## config.mk

```make
export PLATFORM = sky130hd
export DESIGN_NAME = uart_tx
export DESIGN_NICKNAME = d
export VERILOG_FILES = /design/src/rtl/uart_tx.sv
export SDC_FILE = /design/constraint.sdc
export NUM_CORES = 1
export LEC_CHECK = 0
export ABC_CLOCK_PERIOD_IN_PS = 1580
export CORE_ASPECT_RATIO = 0.9
export CORE_MARGIN = 10
export CORE_UTILIZATION = 50
export CTS_BUF_LIST = sky130_fd_sc_hd__clkbuf_4 sky130_fd_sc_hd__clkbuf_8
export DETAILED_ROUTE_END_ITERATION = 10
export PLACE_DENSITY_LB_ADDON = 0.12
export SETUP_SLACK_MARGIN = 0.15
export SYNTH_ARGS = -nofsm -noshare
export SYNTH_HDL_FRONTEND = slang
export SYNTH_SLANG_ARGS = --single-unit
```

## constraint.sdc

```tcl
create_clock -name clk_3125 -period 1.58 [get_ports clk_3125]
set_clock_uncertainty 0.1 [all_clocks]
set_input_delay 0.158 -clock clk_3125 [delete_from_list [all_inputs] [get_ports clk_3125]]
set_output_delay 0.158 -clock clk_3125 [all_outputs]
set_load 0.1 [all_outputs]
```

## src/rtl/uart_tx.sv

```systemverilog
// uart_tx: 11-bit UART frame serialiser (start, 8 data MSB first, even parity, stop).
// Each bit is held CLKS_PER_BIT cycles of clk_3125. tx is driven from a register.
// Optional input FIFO enabled by defining UART_TX_FIFO_EN (depth FIFO_DEPTH, power of two >= 2).
// Without the macro the block accepts one byte at a time, only while idle.
module uart_tx #(
  parameter int unsigned CLKS_PER_BIT = 27,
  parameter int unsigned FIFO_DEPTH   = 4
) (
  input  logic       clk_3125,
  input  logic       rst_n,
  input  logic [7:0] tx_data,
  input  logic       tx_valid,
  output logic       tx_ready,
  output logic       tx,
  output logic       tx_busy,
  output logic       tx_done
);

  localparam int unsigned    CntW    = $clog2(CLKS_PER_BIT + 1);
  localparam logic [CntW-1:0] CntLast = CntW'(CLKS_PER_BIT);

  typedef enum logic [2:0] {
    S_IDLE,
    S_START,
    S_DATA,
    S_PARITY,
    S_STOP
  } state_e;

  state_e          state_q, state_d;
  logic [CntW-1:0] cnt_q, cnt_d;      // 1..CLKS_PER_BIT inside a bit, 0 when idle
  logic [2:0]      bit_q, bit_d;      // data bit index, 7 down to 0
  logic [7:0]      shift_q, shift_d;  // byte being sent, current bit at [7]
  logic            par_q, par_d;      // parity captured with the byte
  logic            tx_q, tx_d;
  logic            busy_q, busy_d;
  logic            done_q, done_d;

  logic            bit_end;           // last cycle of the current bit
  logic            start_req;         // a new frame begins on this edge
  logic [7:0]      load_byte;         // byte loaded when start_req is high

  assign bit_end = (cnt_q == CntLast);

`ifdef UART_TX_FIFO_EN
  localparam int unsigned AddrW = (FIFO_DEPTH > 1) ? $clog2(FIFO_DEPTH) : 1;

  logic [7:0]       fifo_mem [FIFO_DEPTH];
  logic [AddrW-1:0] wr_ptr_q, rd_ptr_q;
  logic [AddrW:0]   count_q;
  logic             fifo_full;
  logic             fifo_empty;
  logic             push;
  logic             pop;

  // Full is judged before any pop on the same edge, so a push into a full
  // FIFO is dropped even while the head is leaving.
  assign fifo_full  = (count_q == (AddrW + 1)'(FIFO_DEPTH));
  assign fifo_empty = (count_q == '0);
  assign push       = tx_valid && !fifo_full && rst_n;
  // Pop when idle, or on the last stop-bit cycle so the next start bit follows immediately.
  assign pop        = !fifo_empty && rst_n &&
                      ((state_q == S_IDLE) || ((state_q == S_STOP) && bit_end));

  assign tx_ready   = !fifo_full;
  assign start_req  = pop;
  // Head is read combinationally so it can be loaded on the same edge it is popped.
  assign load_byte  = fifo_mem[rd_ptr_q];

  // FIFO storage write; contents need no reset because the pointers gate reads.
  always_ff @(posedge clk_3125) begin
    if (push) begin
      fifo_mem[wr_ptr_q] <= tx_data;
    end
  end

  // FIFO pointers and occupancy; reset flushes the queue.
  always_ff @(posedge clk_3125) begin
    if (!rst_n) begin
      wr_ptr_q <= '0;
      rd_ptr_q <= '0;
      count_q  <= '0;
    end else begin
      if (push) begin
        wr_ptr_q <= wr_ptr_q + AddrW'(1);
      end
      if (pop) begin
        rd_ptr_q <= rd_ptr_q + AddrW'(1);
      end
      case ({push, pop})
        2'b10:   count_q <= count_q + (AddrW + 1)'(1);
        2'b01:   count_q <= count_q - (AddrW + 1)'(1);
        default: count_q <= count_q;
      endcase
    end
  end
`else
  // Single-entry mode: the byte goes straight into the shift register.
  assign tx_ready  = (state_q == S_IDLE);
  assign start_req = tx_valid && tx_ready && rst_n;
  assign load_byte = tx_data;

  logic unused_fifo_depth;
  assign unused_fifo_depth = (FIFO_DEPTH > 0);
`endif

  // State and datapath registers; reset aborts any frame and returns the line high.
  always_ff @(posedge clk_3125) begin
    if (!rst_n) begin
      state_q <= S_IDLE;
      cnt_q   <= '0;
      bit_q   <= '0;
      shift_q <= '0;
      par_q   <= 1'b0;
      tx_q    <= 1'b1;
      busy_q  <= 1'b0;
      done_q  <= 1'b0;
    end else begin
      state_q <= state_d;
      cnt_q   <= cnt_d;
      bit_q   <= bit_d;
      shift_q <= shift_d;
      par_q   <= par_d;
      tx_q    <= tx_d;
      busy_q  <= busy_d;
      done_q  <= done_d;
    end
  end

  // Next-state logic: tx_d only changes at bit boundaries, so tx never glitches.
  always_comb begin
    state_d = state_q;
    cnt_d   = cnt_q;
    bit_d   = bit_q;
    shift_d = shift_q;
    par_d   = par_q;
    tx_d    = tx_q;
    busy_d  = busy_q;
    done_d  = 1'b0;

    case (state_q)
      S_IDLE: begin
        cnt_d  = '0;
        tx_d   = 1'b1;
        busy_d = 1'b0;
        if (start_req) begin
          state_d = S_START;
          shift_d = load_byte;
          par_d   = ^load_byte;
          cnt_d   = CntW'(1);
          tx_d    = 1'b0;
          busy_d  = 1'b1;
        end
      end

      S_START: begin
        if (bit_end) begin
          state_d = S_DATA;
          bit_d   = 3'd7;
          cnt_d   = CntW'(1);
          tx_d    = shift_q[7];
        end else begin
          cnt_d = cnt_q + CntW'(1);
        end
      end

      S_DATA: begin
        if (bit_end) begin
          cnt_d = CntW'(1);
          if (bit_q == 3'd0) begin
            state_d = S_PARITY;
            tx_d    = par_q;
          end else begin
            bit_d   = bit_q - 3'd1;
            shift_d = {shift_q[6:0], 1'b0};
            tx_d    = shift_q[6];
          end
        end else begin
          cnt_d = cnt_q + CntW'(1);
        end
      end

      S_PARITY: begin
        if (bit_end) begin
          state_d = S_STOP;
          cnt_d   = CntW'(1);
          tx_d    = 1'b1;
        end else begin
          cnt_d = cnt_q + CntW'(1);
        end
      end

      S_STOP: begin
        if (bit_end) begin
          done_d = 1'b1;
          if (start_req) begin
            // Back-to-back frame: start bit follows the stop bit with no idle cycle.
            state_d = S_START;
            shift_d = load_byte;
            par_d   = ^load_byte;
            cnt_d   = CntW'(1);
            tx_d    = 1'b0;
            busy_d  = 1'b1;
          end else begin
            state_d = S_IDLE;
            cnt_d   = '0;
            tx_d    = 1'b1;
            busy_d  = 1'b0;
          end
        end else begin
          cnt_d = cnt_q + CntW'(1);
        end
      end

      default: begin
        state_d = S_IDLE;
        cnt_d   = '0;
        tx_d    = 1'b1;
        busy_d  = 1'b0;
      end
    endcase
  end

  assign tx      = tx_q;
  assign tx_busy = busy_q;
  assign tx_done = done_q;

endmodule
```

==> flow_metrics.env <==
export IMPL_status="complete, but fails checks"
export IMPL_failed_checks="setup timing"
export IMPL_worst_skew_pair_late_latency_ns=0.32
export IMPL_tritoncts="built"
export IMPL_p_seq_share_pct=51.5
export IMPL_synth_cell_area_mm2=0.001255
export IMPL_netlist_cell_type_count=39
export IMPL_avgRoutedWirePerCell_um=17.26
export IMPL_cell_internal_pwr_w=0.0008637
export IMPL_synthDominantAreaCellType="dfxtp_1"
export IMPL_rows=17
export IMPL_crit_type="reg -> reg"
export IMPL_fin_area_mm2=0.001735
export IMPL_post_route_period_util_pct=104.6
export IMPL_final_slew_violations=0
export IMPL_power_ir_vdd_worst_v=0.0005214
export IMPL_synth_seq_cells=23
export IMPL_cellPowerDensity_mw_per_mm2=705.4
export IMPL_maxClockFrequency_mhz=605.0
export IMPL_worst_endpoint_arrival_ns=1.79
export IMPL_grt_pass1_vias=1105
export IMPL_tritoncts_num_buffers=3
export IMPL_synth_edf_count=0
export IMPL_worst_pin_slew_ns=0.3491
export IMPL_antenna_found_initial=0
export IMPL_antenna_diode_count=0
export IMPL_grt_remaining_overflow=0
export IMPL_power_leakage_nw=0.6524
export IMPL_period_needed_ns=1.653
export IMPL_dieWidth_um=72.81
export IMPL_seq_area_frac_synth_pct=36.69
export IMPL_detailedPlace_worstSlack_ns=-0.1069
export IMPL_fraction_of_the_mapped_netlist_area_in_compound_gates_pct=24.63
export IMPL_pwr_share_comb_pct=24.3
export IMPL_die_area_mm2=0.004917
export IMPL_postSynthCellCount=133
export IMPL_ant_nets=0
export IMPL_initial_core_util_pct=51.75
export IMPL_synthArstFlopShare_pct=0
export IMPL_detailedPlacementHpwl_um=2368
export IMPL_post_synth_cell_area_avg_um2=9.436
export IMPL_worst_setup_path_start_kind="register"
export IMPL_synthToLayoutAreaGrowth_pct=38.28
export IMPL_ys_warn_count=0
export IMPL_share_clk_of_total_power_pct=24.2
export IMPL_drt_first_pass_iters=4
export IMPL_drt_vias_per_instance=5.826
export IMPL_cts_hold_buf=0
export IMPL_grt_first_pass_wirelength_um=5168
export IMPL_track_usage_pct=13.15
export IMPL_final_layout_size_suffix_gt1_share_pct=40.12
export IMPL_switchingPower_w=0.0003605
export IMPL_synthMuxAreaShare_pct=7.178
export IMPL_combinational_family_with_the_most_area_after_synthesis="compound AO/OA/AOI/OAI gates"
export IMPL_switching_share_pct=29.45
export IMPL_core_area_mm2=0.002425
export IMPL_cts_root_buffer_cell="clkbuf_4"
export IMPL_setup_violations=9
export IMPL_post_dp_cell_area_mm2=0.001562
export IMPL_place_port_buffers=14
export IMPL_worst_ep_required_time_ns=1.72
export IMPL_totalWireLength_um=3365
export IMPL_synthSimpleGateAreaFrac_pct=15.65
export IMPL_maxCapViolations=0
export IMPL_layout_common_cells="buf_4, dfxtp_1, a21oi_1, nor2_1, clkdlybuf4s50_1"
export IMPL_unrepaired_setup_endpoints_after_global_routing="yes"
export IMPL_synth_top_cells_by_area="dfxtp_1, mux2i_1, a211oi_2"
export IMPL_clock_sinks=23
export IMPL_io_pins=15
export IMPL_vias=1136
export IMPL_finalWorstSetupSlack_ns=-0.07288
export IMPL_die_y_um=67.53
export IMPL_timing_max_slew_rel_slack_pct=76.56
export IMPL_postSynthNetCount=147
export IMPL_total_power_w=0.001224
export IMPL_drcViolationCount=0
export IMPL_grt_start_max_net_pins=13
export IMPL_synth_flop_cell="dfxtp_1"
export IMPL_clock_tree_htree_level_count=1
export IMPL_final_hold_viol_count=0
export IMPL_netlist_area_leader_share_pct=36.69
export IMPL_setup_worst_path_end_class="register"
export IMPL_final_setup_tns_ns=-0.2927
export IMPL_yosys_area_share_adder_pct=2.991
export IMPL_yosys_area_share_xor_xnor_pct=7.677
export IMPL_initialDrtViolationCount=74
export IMPL_layout_nets=182
export IMPL_crit_fanout=7
export IMPL_clk_pin_slew_ns=0.13
export IMPL_worst_hold_path_type="reg -> reg"
export IMPL_globalplace_congestion=0.8387
export IMPL_maximum_buffer_depth_of_the_clock_tree=2
export IMPL_most_common_cell_after_layout_fill_and_taps_aside="buf_4"
kinds of logic (layout without fill, tap and decap cells):
| logic type | count (synthesis) | after routing |
|---|---|---|
| compound gates | 39 | 40 |
| mux | 9 | 9 |
| buf+inv | 12 | 45 |
| simple gates | 36 | 36 |
| fa+ha+maj | 3 | 3 |
| xor+xnor | 11 | 11 |
| flops | 23 | 23 |
power by group through the flow:
stage | logic, W | registers, W | clock network, W
2_1_floorplan | 0.000152 | 0.000667 | 0
3_3_place_gp | 0.000274 | 0.000643 | 0
3_5_place_dp | 0.000279 | 0.000643 | 0
4_1_cts | 0.000287 | 0.000631 | 0.000300
5_1_grt | 0.000319 | 0.000634 | 0.000325
6_report | 0.000298 | 0.000630 | 0.000296
state kept, by name, summed over array words and instances, names as in the netlist:
name and cells:
bit_q 3, cnt_q 5, par_q 1, shift_q 8
state_q 3, tx 1, tx_busy 1, tx_done 1
worst max-delay path, stage by stage (launching register included):
cell and delay, ns:
dfxtp_2 0.36, ha_4 0.15, and4b_2 0.27, a31o_4 0.26, and2_4 0.20, a211oi_2 0.23
path summary, 6_finish.rpt:
check / start / end / slack [ns] / cells past startpoint
worst max-delay path: cnt_q[1] / shift_q[5] / -0.07 / 5
worst min-delay path: bit_q[1] / bit_q[1] / 0.40 / 1
worst max register to register: cnt_q[1] / shift_q[5] / -0.07 / 5
worst min register to register: bit_q[1] / bit_q[1] / 0.40 / 1
layer usage:
metal | GRT usage, % | wire (µm) | up-vias
met5 | 0 | 0 | -
met4 | 4.976 | 70 | 0
met1 | 17.54 | 1594 | 544
met2 | 20.24 | 1546 | 31
li1 | - | - | 554
met3 | 2.928 | 154 | 7
per-stage QoR:
| stage | util, % | hold slack [ns] | std cells |
|---|---|---|---|
| final | 71.57 | 0.3985 | 195 |
| after global routing | 71.57 | 0.4150 | 195 |
| after CTS | 68.63 | 0.4046 | 190 |
| after detailed placement | 64.40 | 0.3792 | 180 |
| after global placement | 64.40 | 0.3552 | 180 |
| after floorplan | - | 0.1670 | 133 |
what timing repair did:
action | in CTS | in global routing
pin swaps | 10 | 11
cloned | 1 | 0
setup buffers | 5 | 5
gates resized for setup | 7 | 10
setup endpoints to repair | 17 | 22
final cells by class:
class                   count  area [µm²]
flip-flops and latches     23       471.7
well taps                  28       35.03
repair buffers             38       364.1
inverters                   3       11.26
fillers                   178       689.4
multi-input cells          99       823.3
clock buffers               4       30.03
cells in the mapped netlist (all sizes together) (2+ instances only):
| library cell | instances |
|---|---|
| buf | 6 |
| dfxtp | 23 |
| xor2 | 3 |
| nand2 | 4 |
| o21a | 2 |
| nand3 | 5 |
| a211oi | 8 |
| nand2b | 2 |
| mux2i | 9 |
| nand4b | 2 |
| or3 | 2 |
| o211a | 2 |
| a21oi | 15 |
| clkbuf | 3 |
| xnor2 | 8 |
| and3 | 2 |
| and2 | 3 |
| inv | 3 |
| ha | 3 |
| nor2 | 11 |
| o21ai | 2 |
No activity file was read; power rests on OpenSTA's default activity.
